File: src/rtl/dm_sba_pkg.sv
// Shared types for the system bus access engine: FSM states, sberror codes
// and sbaccess size encodings.
package dm_sba_pkg;

    typedef enum logic [2:0] {
        SBA_IDLE       = 3'd0,
        SBA_READ       = 3'd1,
        SBA_WRITE      = 3'd2,
        SBA_WAIT_READ  = 3'd3,
        SBA_WAIT_WRITE = 3'd4
    } sba_state_e;

    typedef enum logic [2:0] {
        SBERR_NONE    = 3'd0,
        SBERR_BADADDR = 3'd2,
        SBERR_ALIGN   = 3'd3,
        SBERR_SIZE    = 3'd4,
        SBERR_OTHER   = 3'd7
    } sberror_e;

    localparam logic [2:0] SBACCESS_8  = 3'd0;
    localparam logic [2:0] SBACCESS_16 = 3'd1;
    localparam logic [2:0] SBACCESS_32 = 3'd2;
    localparam logic [2:0] SBACCESS_64 = 3'd3;

    // Largest legal sbaccess for a given bus width (32 or 64 bits).
    function automatic logic [2:0] max_sbaccess(input int unsigned bus_width);
        return (bus_width == 64) ? SBACCESS_64 : SBACCESS_32;
    endfunction

endpackage

File: src/rtl/dm_sba_if.sv
// Debug module bus master port: request side plus single-beat response.
interface dm_sba_if #(
    parameter int unsigned BusWidth = 32
) ();
    logic                  req;
    logic                  we;
    logic [BusWidth-1:0]   addr;
    logic [BusWidth-1:0]   wdata;
    logic [BusWidth/8-1:0] be;
    logic                  gnt;
    logic                  r_valid;
    logic                  r_err;
    logic                  r_other_err;
    logic [BusWidth-1:0]   r_rdata;

    modport master (
        output req, we, addr, wdata, be,
        input  gnt, r_valid, r_err, r_other_err, r_rdata
    );

    modport slave (
        input  req, we, addr, wdata, be,
        output gnt, r_valid, r_err, r_other_err, r_rdata
    );
endinterface

File: src/rtl/dm_sba.sv
// System bus access engine: turns sbaddress/sbdata register events into single
// bus transfers, with lane alignment, access checks and auto-increment.
module dm_sba
    import dm_sba_pkg::*;
#(
    parameter int unsigned BusWidth       = 32,
    parameter bit          ReadByteEnable = 1'b1
) (
    input  logic                clk_i,
    input  logic                rst_ni,
    input  logic                dmactive_i,
    input  logic [BusWidth-1:0] sbaddress_i,
    input  logic                sbaddress_write_valid_i,
    input  logic                sbreadonaddr_i,
    output logic [BusWidth-1:0] sbaddress_o,
    input  logic                sbautoincrement_i,
    input  logic [2:0]          sbaccess_i,
    input  logic                sbreadondata_i,
    input  logic [BusWidth-1:0] sbdata_i,
    input  logic                sbdata_read_valid_i,
    input  logic                sbdata_write_valid_i,
    output logic [BusWidth-1:0] sbdata_o,
    output logic                sbdata_valid_o,
    output logic                sbbusy_o,
    output logic                sberror_valid_o,
    output logic [2:0]          sberror_o,
    dm_sba_if.master            bus
);

    localparam int unsigned BeWidth   = BusWidth / 8;
    localparam int unsigned OffWidth  = $clog2(BeWidth);
    localparam int unsigned PosWidth  = OffWidth + 2;
    localparam logic [2:0]  MaxAccess = max_sbaccess(BusWidth);

    sba_state_e            state_reg, state_next;
    logic [BusWidth-1:0]   addr_reg;
    logic [2:0]            acc_reg;
    logic [OffWidth-1:0]   off_reg;
    logic                  autoinc_reg;
    logic [BeWidth-1:0]    be_reg;
    logic [BusWidth-1:0]   wdata_reg;
    logic [BusWidth-1:0]   rdata_reg;
    logic                  rdata_valid_reg;
    sberror_e              err_reg;
    logic                  err_valid_reg;
    logic                  done_reg;

    logic                  in_idle;
    logic                  start_write;
    logic                  start_read;
    logic                  start_any;
    logic                  size_err;
    logic                  align_err;
    logic                  resp_accept;
    logic                  req_next;
    logic                  we_next;
    logic [BusWidth-1:0]   eff_addr;
    logic [BusWidth-1:0]   align_mask;
    logic [BusWidth-1:0]   start_wdata;
    logic [BusWidth-1:0]   rdata_shifted;
    logic [BusWidth-1:0]   rdata_mask;
    logic [OffWidth-1:0]   start_off;
    logic [PosWidth-1:0]   start_nbytes;
    logic [PosWidth-1:0]   acc_nbytes;
    logic [BeWidth-1:0]    start_be;

    // Start decode; a write wins over a coincident read.
    assign in_idle     = (state_reg == SBA_IDLE);
    assign start_write = in_idle && sbdata_write_valid_i;
    assign start_read  = in_idle && ((sbaddress_write_valid_i && sbreadonaddr_i) ||
                                     (sbdata_read_valid_i && sbreadondata_i));
    assign start_any   = start_write || start_read;

    // An address-triggered access must see the address being written this cycle.
    assign eff_addr     = sbaddress_write_valid_i ? sbaddress_i : addr_reg;
    assign align_mask   = (BusWidth'(1) << sbaccess_i) - BusWidth'(1);
    assign size_err     = (sbaccess_i > MaxAccess);
    assign align_err    = |(eff_addr & align_mask);
    assign start_off    = eff_addr[OffWidth-1:0];
    assign start_nbytes = PosWidth'(1) << sbaccess_i[1:0];
    assign start_wdata  = sbdata_i << {start_off, 3'b000};

    assign acc_nbytes    = PosWidth'(1) << acc_reg[1:0];
    assign rdata_shifted = bus.r_rdata >> {off_reg, 3'b000};

    genvar gi;
    generate
        for (gi = 0; gi < BeWidth; gi++) begin : g_lane
            localparam logic [PosWidth-1:0] Lane = PosWidth'(gi);
            assign start_be[gi] = (Lane >= PosWidth'(start_off)) &&
                                  (Lane <  PosWidth'(start_off) + start_nbytes);
            assign rdata_mask[8*gi +: 8] = {8{Lane < acc_nbytes}};
        end
    endgenerate

    assign resp_accept = ((state_reg == SBA_WAIT_READ) || (state_reg == SBA_WAIT_WRITE)) &&
                         bus.r_valid;

    always_comb begin
        state_next = state_reg;
        req_next   = 1'b0;
        we_next    = 1'b0;
        case (state_reg)
            SBA_IDLE: begin
                if (start_any && !size_err && !align_err) begin
                    state_next = start_write ? SBA_WRITE : SBA_READ;
                end
            end
            SBA_READ: begin
                req_next = 1'b1;
                if (bus.gnt) begin
                    state_next = SBA_WAIT_READ;
                end
            end
            SBA_WRITE: begin
                req_next = 1'b1;
                we_next  = 1'b1;
                if (bus.gnt) begin
                    state_next = SBA_WAIT_WRITE;
                end
            end
            SBA_WAIT_READ, SBA_WAIT_WRITE: begin
                if (bus.r_valid) begin
                    state_next = SBA_IDLE;
                end
            end
            default: state_next = SBA_IDLE;
        endcase
    end

    always_ff @(posedge clk_i) begin
        if (!rst_ni || !dmactive_i) begin
            state_reg       <= SBA_IDLE;
            addr_reg        <= '0;
            acc_reg         <= '0;
            off_reg         <= '0;
            autoinc_reg     <= 1'b0;
            be_reg          <= '0;
            wdata_reg       <= '0;
            rdata_reg       <= '0;
            rdata_valid_reg <= 1'b0;
            err_reg         <= SBERR_NONE;
            err_valid_reg   <= 1'b0;
            done_reg        <= 1'b0;
        end else begin
            state_reg       <= state_next;
            rdata_valid_reg <= 1'b0;
            err_valid_reg   <= 1'b0;
            err_reg         <= SBERR_NONE;
            done_reg        <= resp_accept;

            if (in_idle && sbaddress_write_valid_i) begin
                addr_reg <= sbaddress_i;
            end

            // Size and lane setup are frozen here so later CSR changes cannot
            // disturb the transfer in flight.
            if (start_any) begin
                if (size_err) begin
                    err_valid_reg <= 1'b1;
                    err_reg       <= SBERR_SIZE;
                end else if (align_err) begin
                    err_valid_reg <= 1'b1;
                    err_reg       <= SBERR_ALIGN;
                end else begin
                    acc_reg     <= sbaccess_i;
                    off_reg     <= start_off;
                    autoinc_reg <= sbautoincrement_i;
                    wdata_reg   <= start_wdata;
                    be_reg      <= (start_write || ReadByteEnable) ? start_be : '1;
                end
            end

            if (resp_accept) begin
                if (bus.r_other_err) begin
                    err_valid_reg <= 1'b1;
                    err_reg       <= SBERR_OTHER;
                end else if (bus.r_err) begin
                    err_valid_reg <= 1'b1;
                    err_reg       <= SBERR_BADADDR;
                end else begin
                    if (state_reg == SBA_WAIT_READ) begin
                        rdata_reg       <= rdata_shifted & rdata_mask;
                        rdata_valid_reg <= 1'b1;
                    end
                    if (autoinc_reg) begin
                        addr_reg <= addr_reg + (BusWidth'(1) << acc_reg);
                    end
                end
            end
        end
    end

    assign bus.req   = req_next;
    assign bus.we    = we_next;
    assign bus.addr  = addr_reg;
    assign bus.wdata = wdata_reg;
    assign bus.be    = be_reg;

    // Busy stays up through the cycle that delivers the result strobe.
    assign sbbusy_o        = !in_idle || done_reg;
    assign sbaddress_o     = addr_reg;
    assign sbdata_o        = rdata_reg;
    assign sbdata_valid_o  = rdata_valid_reg;
    assign sberror_valid_o = err_valid_reg;
    assign sberror_o       = err_reg;

endmodule

File: src/flat_wrapper.sv
// flat-port wrapper written by rule: the top's interface ports become plain ports
module dm_sba_flat import dm_sba_pkg::*;
#(
    parameter int unsigned BusWidth       = 32,
    parameter bit          ReadByteEnable = 1'b1
)
  (clk_i, rst_ni, dmactive_i, sbaddress_i, sbaddress_write_valid_i, sbreadonaddr_i, sbaddress_o, sbautoincrement_i, sbaccess_i, sbreadondata_i, sbdata_i, sbdata_read_valid_i, sbdata_write_valid_i, sbdata_o, sbdata_valid_o, sbbusy_o, sberror_valid_o, sberror_o, bus_req, bus_we, bus_addr, bus_wdata, bus_be, bus_gnt, bus_r_valid, bus_r_err, bus_r_other_err, bus_r_rdata);
  dm_sba_if #(.BusWidth(BusWidth)) bus_i ();
  input  logic clk_i;
  input  logic rst_ni;
  input  logic dmactive_i;
  input  logic [BusWidth-1:0] sbaddress_i;
  input  logic sbaddress_write_valid_i;
  input  logic sbreadonaddr_i;
  output logic [BusWidth-1:0] sbaddress_o;
  input  logic sbautoincrement_i;
  input  logic [2:0] sbaccess_i;
  input  logic sbreadondata_i;
  input  logic [BusWidth-1:0] sbdata_i;
  input  logic sbdata_read_valid_i;
  input  logic sbdata_write_valid_i;
  output logic [BusWidth-1:0] sbdata_o;
  output logic sbdata_valid_o;
  output logic sbbusy_o;
  output logic sberror_valid_o;
  output logic [2:0] sberror_o;
  output wire logic [$bits(bus_i.req)-1:0] bus_req;
  output wire logic [$bits(bus_i.we)-1:0] bus_we;
  output wire logic [$bits(bus_i.addr)-1:0] bus_addr;
  output wire logic [$bits(bus_i.wdata)-1:0] bus_wdata;
  output wire logic [$bits(bus_i.be)-1:0] bus_be;
  input wire logic [$bits(bus_i.gnt)-1:0] bus_gnt;
  input wire logic [$bits(bus_i.r_valid)-1:0] bus_r_valid;
  input wire logic [$bits(bus_i.r_err)-1:0] bus_r_err;
  input wire logic [$bits(bus_i.r_other_err)-1:0] bus_r_other_err;
  input wire logic [$bits(bus_i.r_rdata)-1:0] bus_r_rdata;
  assign bus_req = bus_i.req;
  assign bus_we = bus_i.we;
  assign bus_addr = bus_i.addr;
  assign bus_wdata = bus_i.wdata;
  assign bus_be = bus_i.be;
  assign bus_i.gnt = bus_gnt;
  assign bus_i.r_valid = bus_r_valid;
  assign bus_i.r_err = bus_r_err;
  assign bus_i.r_other_err = bus_r_other_err;
  assign bus_i.r_rdata = bus_r_rdata;
  dm_sba #(.BusWidth(BusWidth), .ReadByteEnable(ReadByteEnable)) u_core (.clk_i(clk_i), .rst_ni(rst_ni), .dmactive_i(dmactive_i), .sbaddress_i(sbaddress_i), .sbaddress_write_valid_i(sbaddress_write_valid_i), .sbreadonaddr_i(sbreadonaddr_i), .sbaddress_o(sbaddress_o), .sbautoincrement_i(sbautoincrement_i), .sbaccess_i(sbaccess_i), .sbreadondata_i(sbreadondata_i), .sbdata_i(sbdata_i), .sbdata_read_valid_i(sbdata_read_valid_i), .sbdata_write_valid_i(sbdata_write_valid_i), .sbdata_o(sbdata_o), .sbdata_valid_o(sbdata_valid_o), .sbbusy_o(sbbusy_o), .sberror_valid_o(sberror_valid_o), .sberror_o(sberror_o), .bus(bus_i));
endmodule
File: config.mk
export PLATFORM = sky130hd
export DESIGN_NAME = dm_sba_flat
export DESIGN_NICKNAME = d
export VERILOG_FILES = /design/src/rtl/dm_sba_pkg.sv /design/src/rtl/dm_sba_if.sv /design/src/rtl/dm_sba.sv /design/src/flat_wrapper.sv
export SDC_FILE = /design/constraint.sdc
export NUM_CORES = 1
export LEC_CHECK = 0
export ABC_AREA = 1
export CORE_MARGIN = 3
export CORE_UTILIZATION = 35
export CTS_CLUSTER_DIAMETER = 50
export DETAILED_ROUTE_END_ITERATION = 10
export GPL_TIMING_DRIVEN = 0
export MAX_ROUTING_LAYER = met4
export REMOVE_ABC_BUFFERS = 1
export SETUP_SLACK_MARGIN = 0.1
export SYNTH_ARGS = -nofsm -noshare
export SYNTH_HDL_FRONTEND = slang
export SYNTH_SLANG_ARGS = --single-unit
File: constraint.sdc
create_clock -name clk_i -period 4.04 [get_ports clk_i]
set_input_delay 0.606 -clock clk_i [delete_from_list [all_inputs] [get_ports clk_i]]
set_output_delay 0.606 -clock clk_i [all_outputs]
set_load 0.01 [all_outputs]
==> flow_summary.yaml, run 1 <==
global_routing:
  grt_pass1_vias: 7114
  antenna_found_initial: 2
  grt_overflow: 0
  grt_max_degree: 55
  grt_pass1_wl_um: 37200
  grt.total_usage_pct: 21.4
floorplan:
  ios: 252
  core_area_um2: 19800
  dieHeight_um: 150
  rows: 51
  initial_core_util_pct: 36.3
  die_w_um: 150
  die_area_um2: 22400
clocking:
  htreeDepth: 4
  clk_path_buf_depth: 2
  clock-sinks: 115
  clock-root-buffer: "clkbuf_16"
  cts_inserted_buffers: 17
  clock_latency_ns: 0.41
  clkTransAtPathRegs_ns: 0.06
  cts_tree: "built"
logic_synthesis:
  synthFlopType: "dfxtp_1"
  synthTopCellsByArea: "dfxtp_1, nand2_1, o21ai_0"
  yosys.area.top_type: "dfxtp_1"
  async_flop_share_pct: 0
  yosysWarnings: 0
  syn_area_um2: 7210
  synth_edf_count: 0
  synthCells: 1139
  yosysMostFrequentCell: "nand2_1"
  synth.distinct_cells: 39
  synth_seq_cells: 115
  synthTopCellsByCount: "nand2_1, o21ai_0, dfxtp_1"
  syn_avg_cell_area_um2: 6.33
  synth.top_cell.area_share_pct: 31.9
  ys_seq_area_share_pct: 31.9
route:
  wl_per_cell_um: 15.2
  drtAntennaViolNets: 0
  drc: 0
  dr_wl_met3_um: 1440
  vias: 7804
  viasPerCell: 4.87
  wl_met2_um: 11400
  dr.max_layer_used: "met4"
  drt_iter0_drc: 430
  wl_met1_um: 11000
  finalWirelength_um: 24400
  dr.pass1.iters: 5
finish:
  layout.nets: 1447
  syn2layout_area_growth_pct: 41.9
  ff_latch_area_um2: 2300
  multi_input_area_um2: 3910
  final_cells: 1602
  drive_above_1_share_pct: 4.64
  final_cell_area_um2: 10200
  fill_cells: 2031
setup_path:
  cp.required_ns: 4.34
  crit_start: "sbaddress_write_valid_i"
  crit_path_max_incr_delay_ns: 0.83
  r2r_end: "u_core.bus.addr[28]"
  arrival_ns: 3.77
  reg2reg_slack_ns: 1.12
  reg2reg_depth: 14
  worst-path-buf-inv: 3
  critical_path_class: "in -> reg"
  critPathTopFamily: "simple AND/OR/NAND/NOR gates"
  crit_chain: "clkdlybuf4s50_1, inv_4, nand2_1, nand2_2, nand2_1, nand2_1, nor2_2, nand4_4, inv_6, o21ai_0, nand2_1, nor2_1"
  r2r-start: "u_core.acc_reg[1]"
  cp_slowest_cell: "clkdlybuf4s50_1"
  path_max_fanout: 47
  critPathCaptureType: "register"
  start_kind: "primary input"
  cpMostUsedCell: "nand2_1"
place:
  routabilityCongestion: 0.907
  place_area_um2: 9540
  io_buffers: 251
  placedCellCount: 1566
  place_hpwl_um: 17000
  place_ws_ns: -1.55
sta:
  rsz0062_at_grt: "false"
  layout_setup_ws_ns: 0.576
  max_freq_ghz: 0.289
  maxSlewHeadroom_pct: 22.8
  drv_slew: 0
  tightest_slew_ns: 1.16
  min_period_over_period_pct: 85.7
  finalClockSkew_ns: 0.00822
  hold_violations: 0
  fin_crit_ns: 3.46
  finalSetupViolCount: 0
min_path:
  hold_class: "reg -> reg"
  min_path_cells: 2
  hold_path_end: "u_core.autoinc_reg"
  holdCritStartpoint: "u_core.autoinc_reg"
power:
  cellPowerDensity_nw_per_um2: 357
  vdd.ir_drop.worst_mv: 0.260
  p_leak_nw: 4.06
job:
  cap_viol_max_count: 0
outcome:
  status: "completed"
layout by cell type, fill, tap and decap left out, drive strengths merged:
cell type      instances
o32ai                  3
xnor2                  2
buf                    2
o22ai                  4
nor2                 114
dfxtp                115
o211ai                10
clkdlybuf4s50        251
bufinv                 5
nand2                289
mux2i                  8
nor4                   2
nand3b                 2
o21a                   3
clkinv                 4
o21ai                164
nand4                  9
clkinvlp               6
nand3                 87
a31oi                  8
fa                     2
a21boi                 1
xor2                   6
clkbuf                19
inv                  123
ha                    11
diode                  2
a21oi                 64
nor3                  20
o21bai                 1
kinds of logic after synthesis:
kind of cell	count (synthesis)	synth area share [%]
AOI/OAI and AO/OA	258	18.8
xor gates and xnor gates	8	0.972
adders and majority gates	13	2.46
buffers and inverters	215	14.4
DFF	115	31.9
muxes	8	1.11
and+or+nand+nor	522	30.3
worst min-delay path, stage by stage (launching register included):
cell and delay (ns):
dfxtp_1 0.29, inv_1 0.06, a21oi_1 0.06
final cells by class:
| type | count | share of cell area [%] |
|---|---|---|
| inverters | 124 | 4.67 |
| repair buffers | 253 | 25.0 |
| well taps | 265 | 3.24 |
| multi-input cells | 810 | 38.2 |
| clock inverters | 13 | 2.03 |
| repair inverters | 1 | 0.0489 |
| flip-flops and latches | 115 | 22.5 |
| clock buffers | 19 | 4.23 |
| diodes | 2 | 0.0489 |
worst max path at each step:
stage                               endpoint  slack [ns]  cells after the start
final                       u_core.bus.be[0]        0.58                     12
after CTS                   u_core.bus.be[0]        0.16                     12
after floorplan             u_core.bus.be[0]        0.79                     11
after global placement    u_core.sbdata_o[3]       -1.82                      5
after global routing        u_core.bus.be[0]        0.22                     14
after detailed placement    u_core.bus.be[0]       -1.55                     12
metrics by stage:
step	hold WS (ns)	total power, mW	utilization [%]	TNS, ns
6_report	0.461	3.65	51.5	0
5_1_grt	0.474	3.83	51.5	0
4_1_cts	0.463	3.68	51.4	0
3_5_place_dp	0.455	2.01	48.1	-58.20
3_3_place_gp	0.449	2.01	47.8	-152.55
2_1_floorplan	0.432	1.63	-	0
timing repair:
action                     in CTS  in global routing
buffers inserted                0                  0
hold endpoints to repair        0                  0
gates resized for setup         4                  3
gates cloned                    0                  2
setup endpoints to repair      45                 37
hold buffers                    0                  0
pin swaps                       0                  1
per-layer routing:
layer | global-route usage [%] | vias to the layer above
met2 | 34.2 | 222
met1 | 27.5 | 3496
met4 | 6.41 | 0
met3 | 4.30 | 25
met5 | - | -
li1 | - | 4061
power by group:
part	switching (mW)	internal, mW
logic	0.414	0.349
clock network	0.555	1.09
registers	0.0623	1.18
No activity file was read; power rests on OpenSTA's default activity.
==> run 2: changes to the inputs <==
GPL_TIMING_DRIVEN = not set   (was 0)
==> flow_summary.yaml, run 2 (synthesized netlist as in run 1, its figures left out) <==
power:
  cellPowerDensity_nw_per_um2: 347
  vdd.ir_drop.worst_mv: 0.241
  p_leak_nw: 4.08
  seq_power_share_pct: 35.2
  combPwrFrac_pct: 21.6
  total_power_mw: 3.53
  clkPwrFrac_pct: 43.2
  internal_power_mw: 2.52
  switching_share_pct: 28.5
  p_switching_mw: 1.00
setup_path:
  cp_slowest_cell: "fa_1"
  reg2reg_slack_ns: 1.18
  cpMostUsedCell: "nand2_1"
  reg2reg_depth: 14
  r2r-start: "u_core.acc_reg[1]"
  crit_path_max_incr_delay_ns: 0.42
  cp.required_ns: 4.35
  critical_path_class: "reg -> reg"
  r2r_end: "u_core.bus.addr[28]"
  crit_chain: "inv_1, nand2_1, nor2_1, ha_1, inv_1, fa_1, o21ai_2, nand3_1, nand2_1, nand2_1, o21bai_1, nand2_1, nor2_1, nor2_1"
  start_kind: "register"
  path_max_fanout: 10
  critPathCaptureType: "register"
  arrival_ns: 3.17
route:
  dr.pass1.iters: 5
  wl_met1_um: 10900
  finalWirelength_um: 24300
  drc: 0
  wl_met2_um: 11800
  wl_per_cell_um: 15.2
  drt_iter0_drc: 331
  dr.max_layer_used: "met4"
  dr_wl_met3_um: 1300
  drtAntennaViolNets: 0
  viasPerCell: 4.88
  vias: 7832
sta:
  drv_slew: 0
  fin_crit_ns: 2.86
  finalClockSkew_ns: 0.0107
  layout_setup_ws_ns: 1.18
  hold_slack_ns: 0.452
  max_freq_ghz: 0.350
  rsz0062_at_grt: "false"
  tightest_slew_ns: 1.11
  finalSetupViolCount: 0
  maxSlewHeadroom_pct: 26.1
  hold_violations: 0
  tns_ns: 0
  min_period_over_period_pct: 70.7
job:
  cap_viol_max_count: 0
clocking:
  post_cts_resized: 0
  clk_path_buf_depth: 2
  post_cts_buffers: 0
  cts_inserted_buffers: 17
  clock_latency_ns: 0.42
  htreeDepth: 4
  clock-root-buffer: "clkbuf_16"
  clkTransAtPathRegs_ns: 0.06
  cts_tree: "built"
  clock-sinks: 115
  hold_buffers: 0
outcome:
  status: "completed"
floorplan:
  ios: 252
  initial_core_util_pct: 36.3
  rows: 51
  die_w_um: 150
  core_area_um2: 19800
  dieHeight_um: 150
  die_area_um2: 22400
min_path:
  min_path_cells: 2
  hold_class: "reg -> reg"
  holdCritStartpoint: "u_core.autoinc_reg"
  hold_path_end: "u_core.autoinc_reg"
place:
  routabilityCongestion: 0.899
  place_area_um2: 9570
  place_hpwl_um: 17600
  place_ws_ns: 0.866
  io_buffers: 251
  placedCellCount: 1575
global_routing:
  grt_pass1_wl_um: 38000
  grt_overflow: 0
  antenna_found_initial: 0
  grt_max_degree: 47
  grt_pass1_vias: 7348
  grt.total_usage_pct: 21.9
finish:
  syn2layout_area_growth_pct: 41.0
  final_cell_mix: "nand2_1, clkdlybuf4s50_1, o21ai_0"
  final_common_cell: "nand2_1"
  final_cell_area_um2: 10200
  layout.nets: 1454
  final_cells: 1605
  drive_above_1_share_pct: 4.85
  finish.utilization_pct: 51.2
  n_antenna_cell: 0
[run 2: cell count changes in the layout (fill, tap and decap cells not counted), sizes merged]
cell / change
inv: +1
clkbuf: +1
diode: -2
buf: +9
clkinvlp: -4
clkinv: +1
nand4: -1
bufinv: -2
[run 2: power by group through the flow]
stage	clock, mW	combinational [mW]	sequential [mW]
floorplan	0	0.359	1.28
finish	1.52	0.762	1.24
global placement	0	0.755	1.26
global route	1.61	0.849	1.25
CTS	1.55	0.766	1.24
detailed placement	0	0.760	1.26
[run 2: routing by layer]
metal	vias to the layer above	track usage (%)
li1	4056	-
met1	3518	27.4
met2	231	36.2
met3	27	4.57
met4	0	5.81
met5	-	-
[run 2: layout make-up]
class                      instances  area [um2]
tap                              265         332
clock buffer                      20         457
sequential                       115        2300
clock inverter                    10         134
inverter                         124         468
fill                            2069        9680
multi-input combinational        809        3870
timing repair buffer             262        2590
[run 2: how the worst max path moves through the flow]
| stage | slack, ns | startpoint | endpoint |
|---|---|---|---|
| detailed placement | 0.87 | sbaddress_write_valid_i | u_core.bus.be[0] |
| global placement | 0.89 | sbaccess_i[1] | u_core.bus.be[0] |
| global route | 0.86 | u_core.acc_reg[1] | u_core.bus.addr[28] |
| CTS | 1.18 | u_core.acc_reg[1] | u_core.bus.addr[26] |
| finish | 1.18 | u_core.acc_reg[1] | u_core.bus.addr[28] |
| floorplan | 0.79 | sbaddress_write_valid_i | u_core.bus.be[0] |
[run 2: worst max-delay path, delay by kind of cell (launching register included)]
family,cells,cell delay (ns)
AND/OR/NAND/NOR,8,1.18
flip-flops,1,0.32
adder cells (fa/ha/maj),2,0.60
buffers and inverters,2,0.24
AO/OA/AOI/OAI,2,0.43
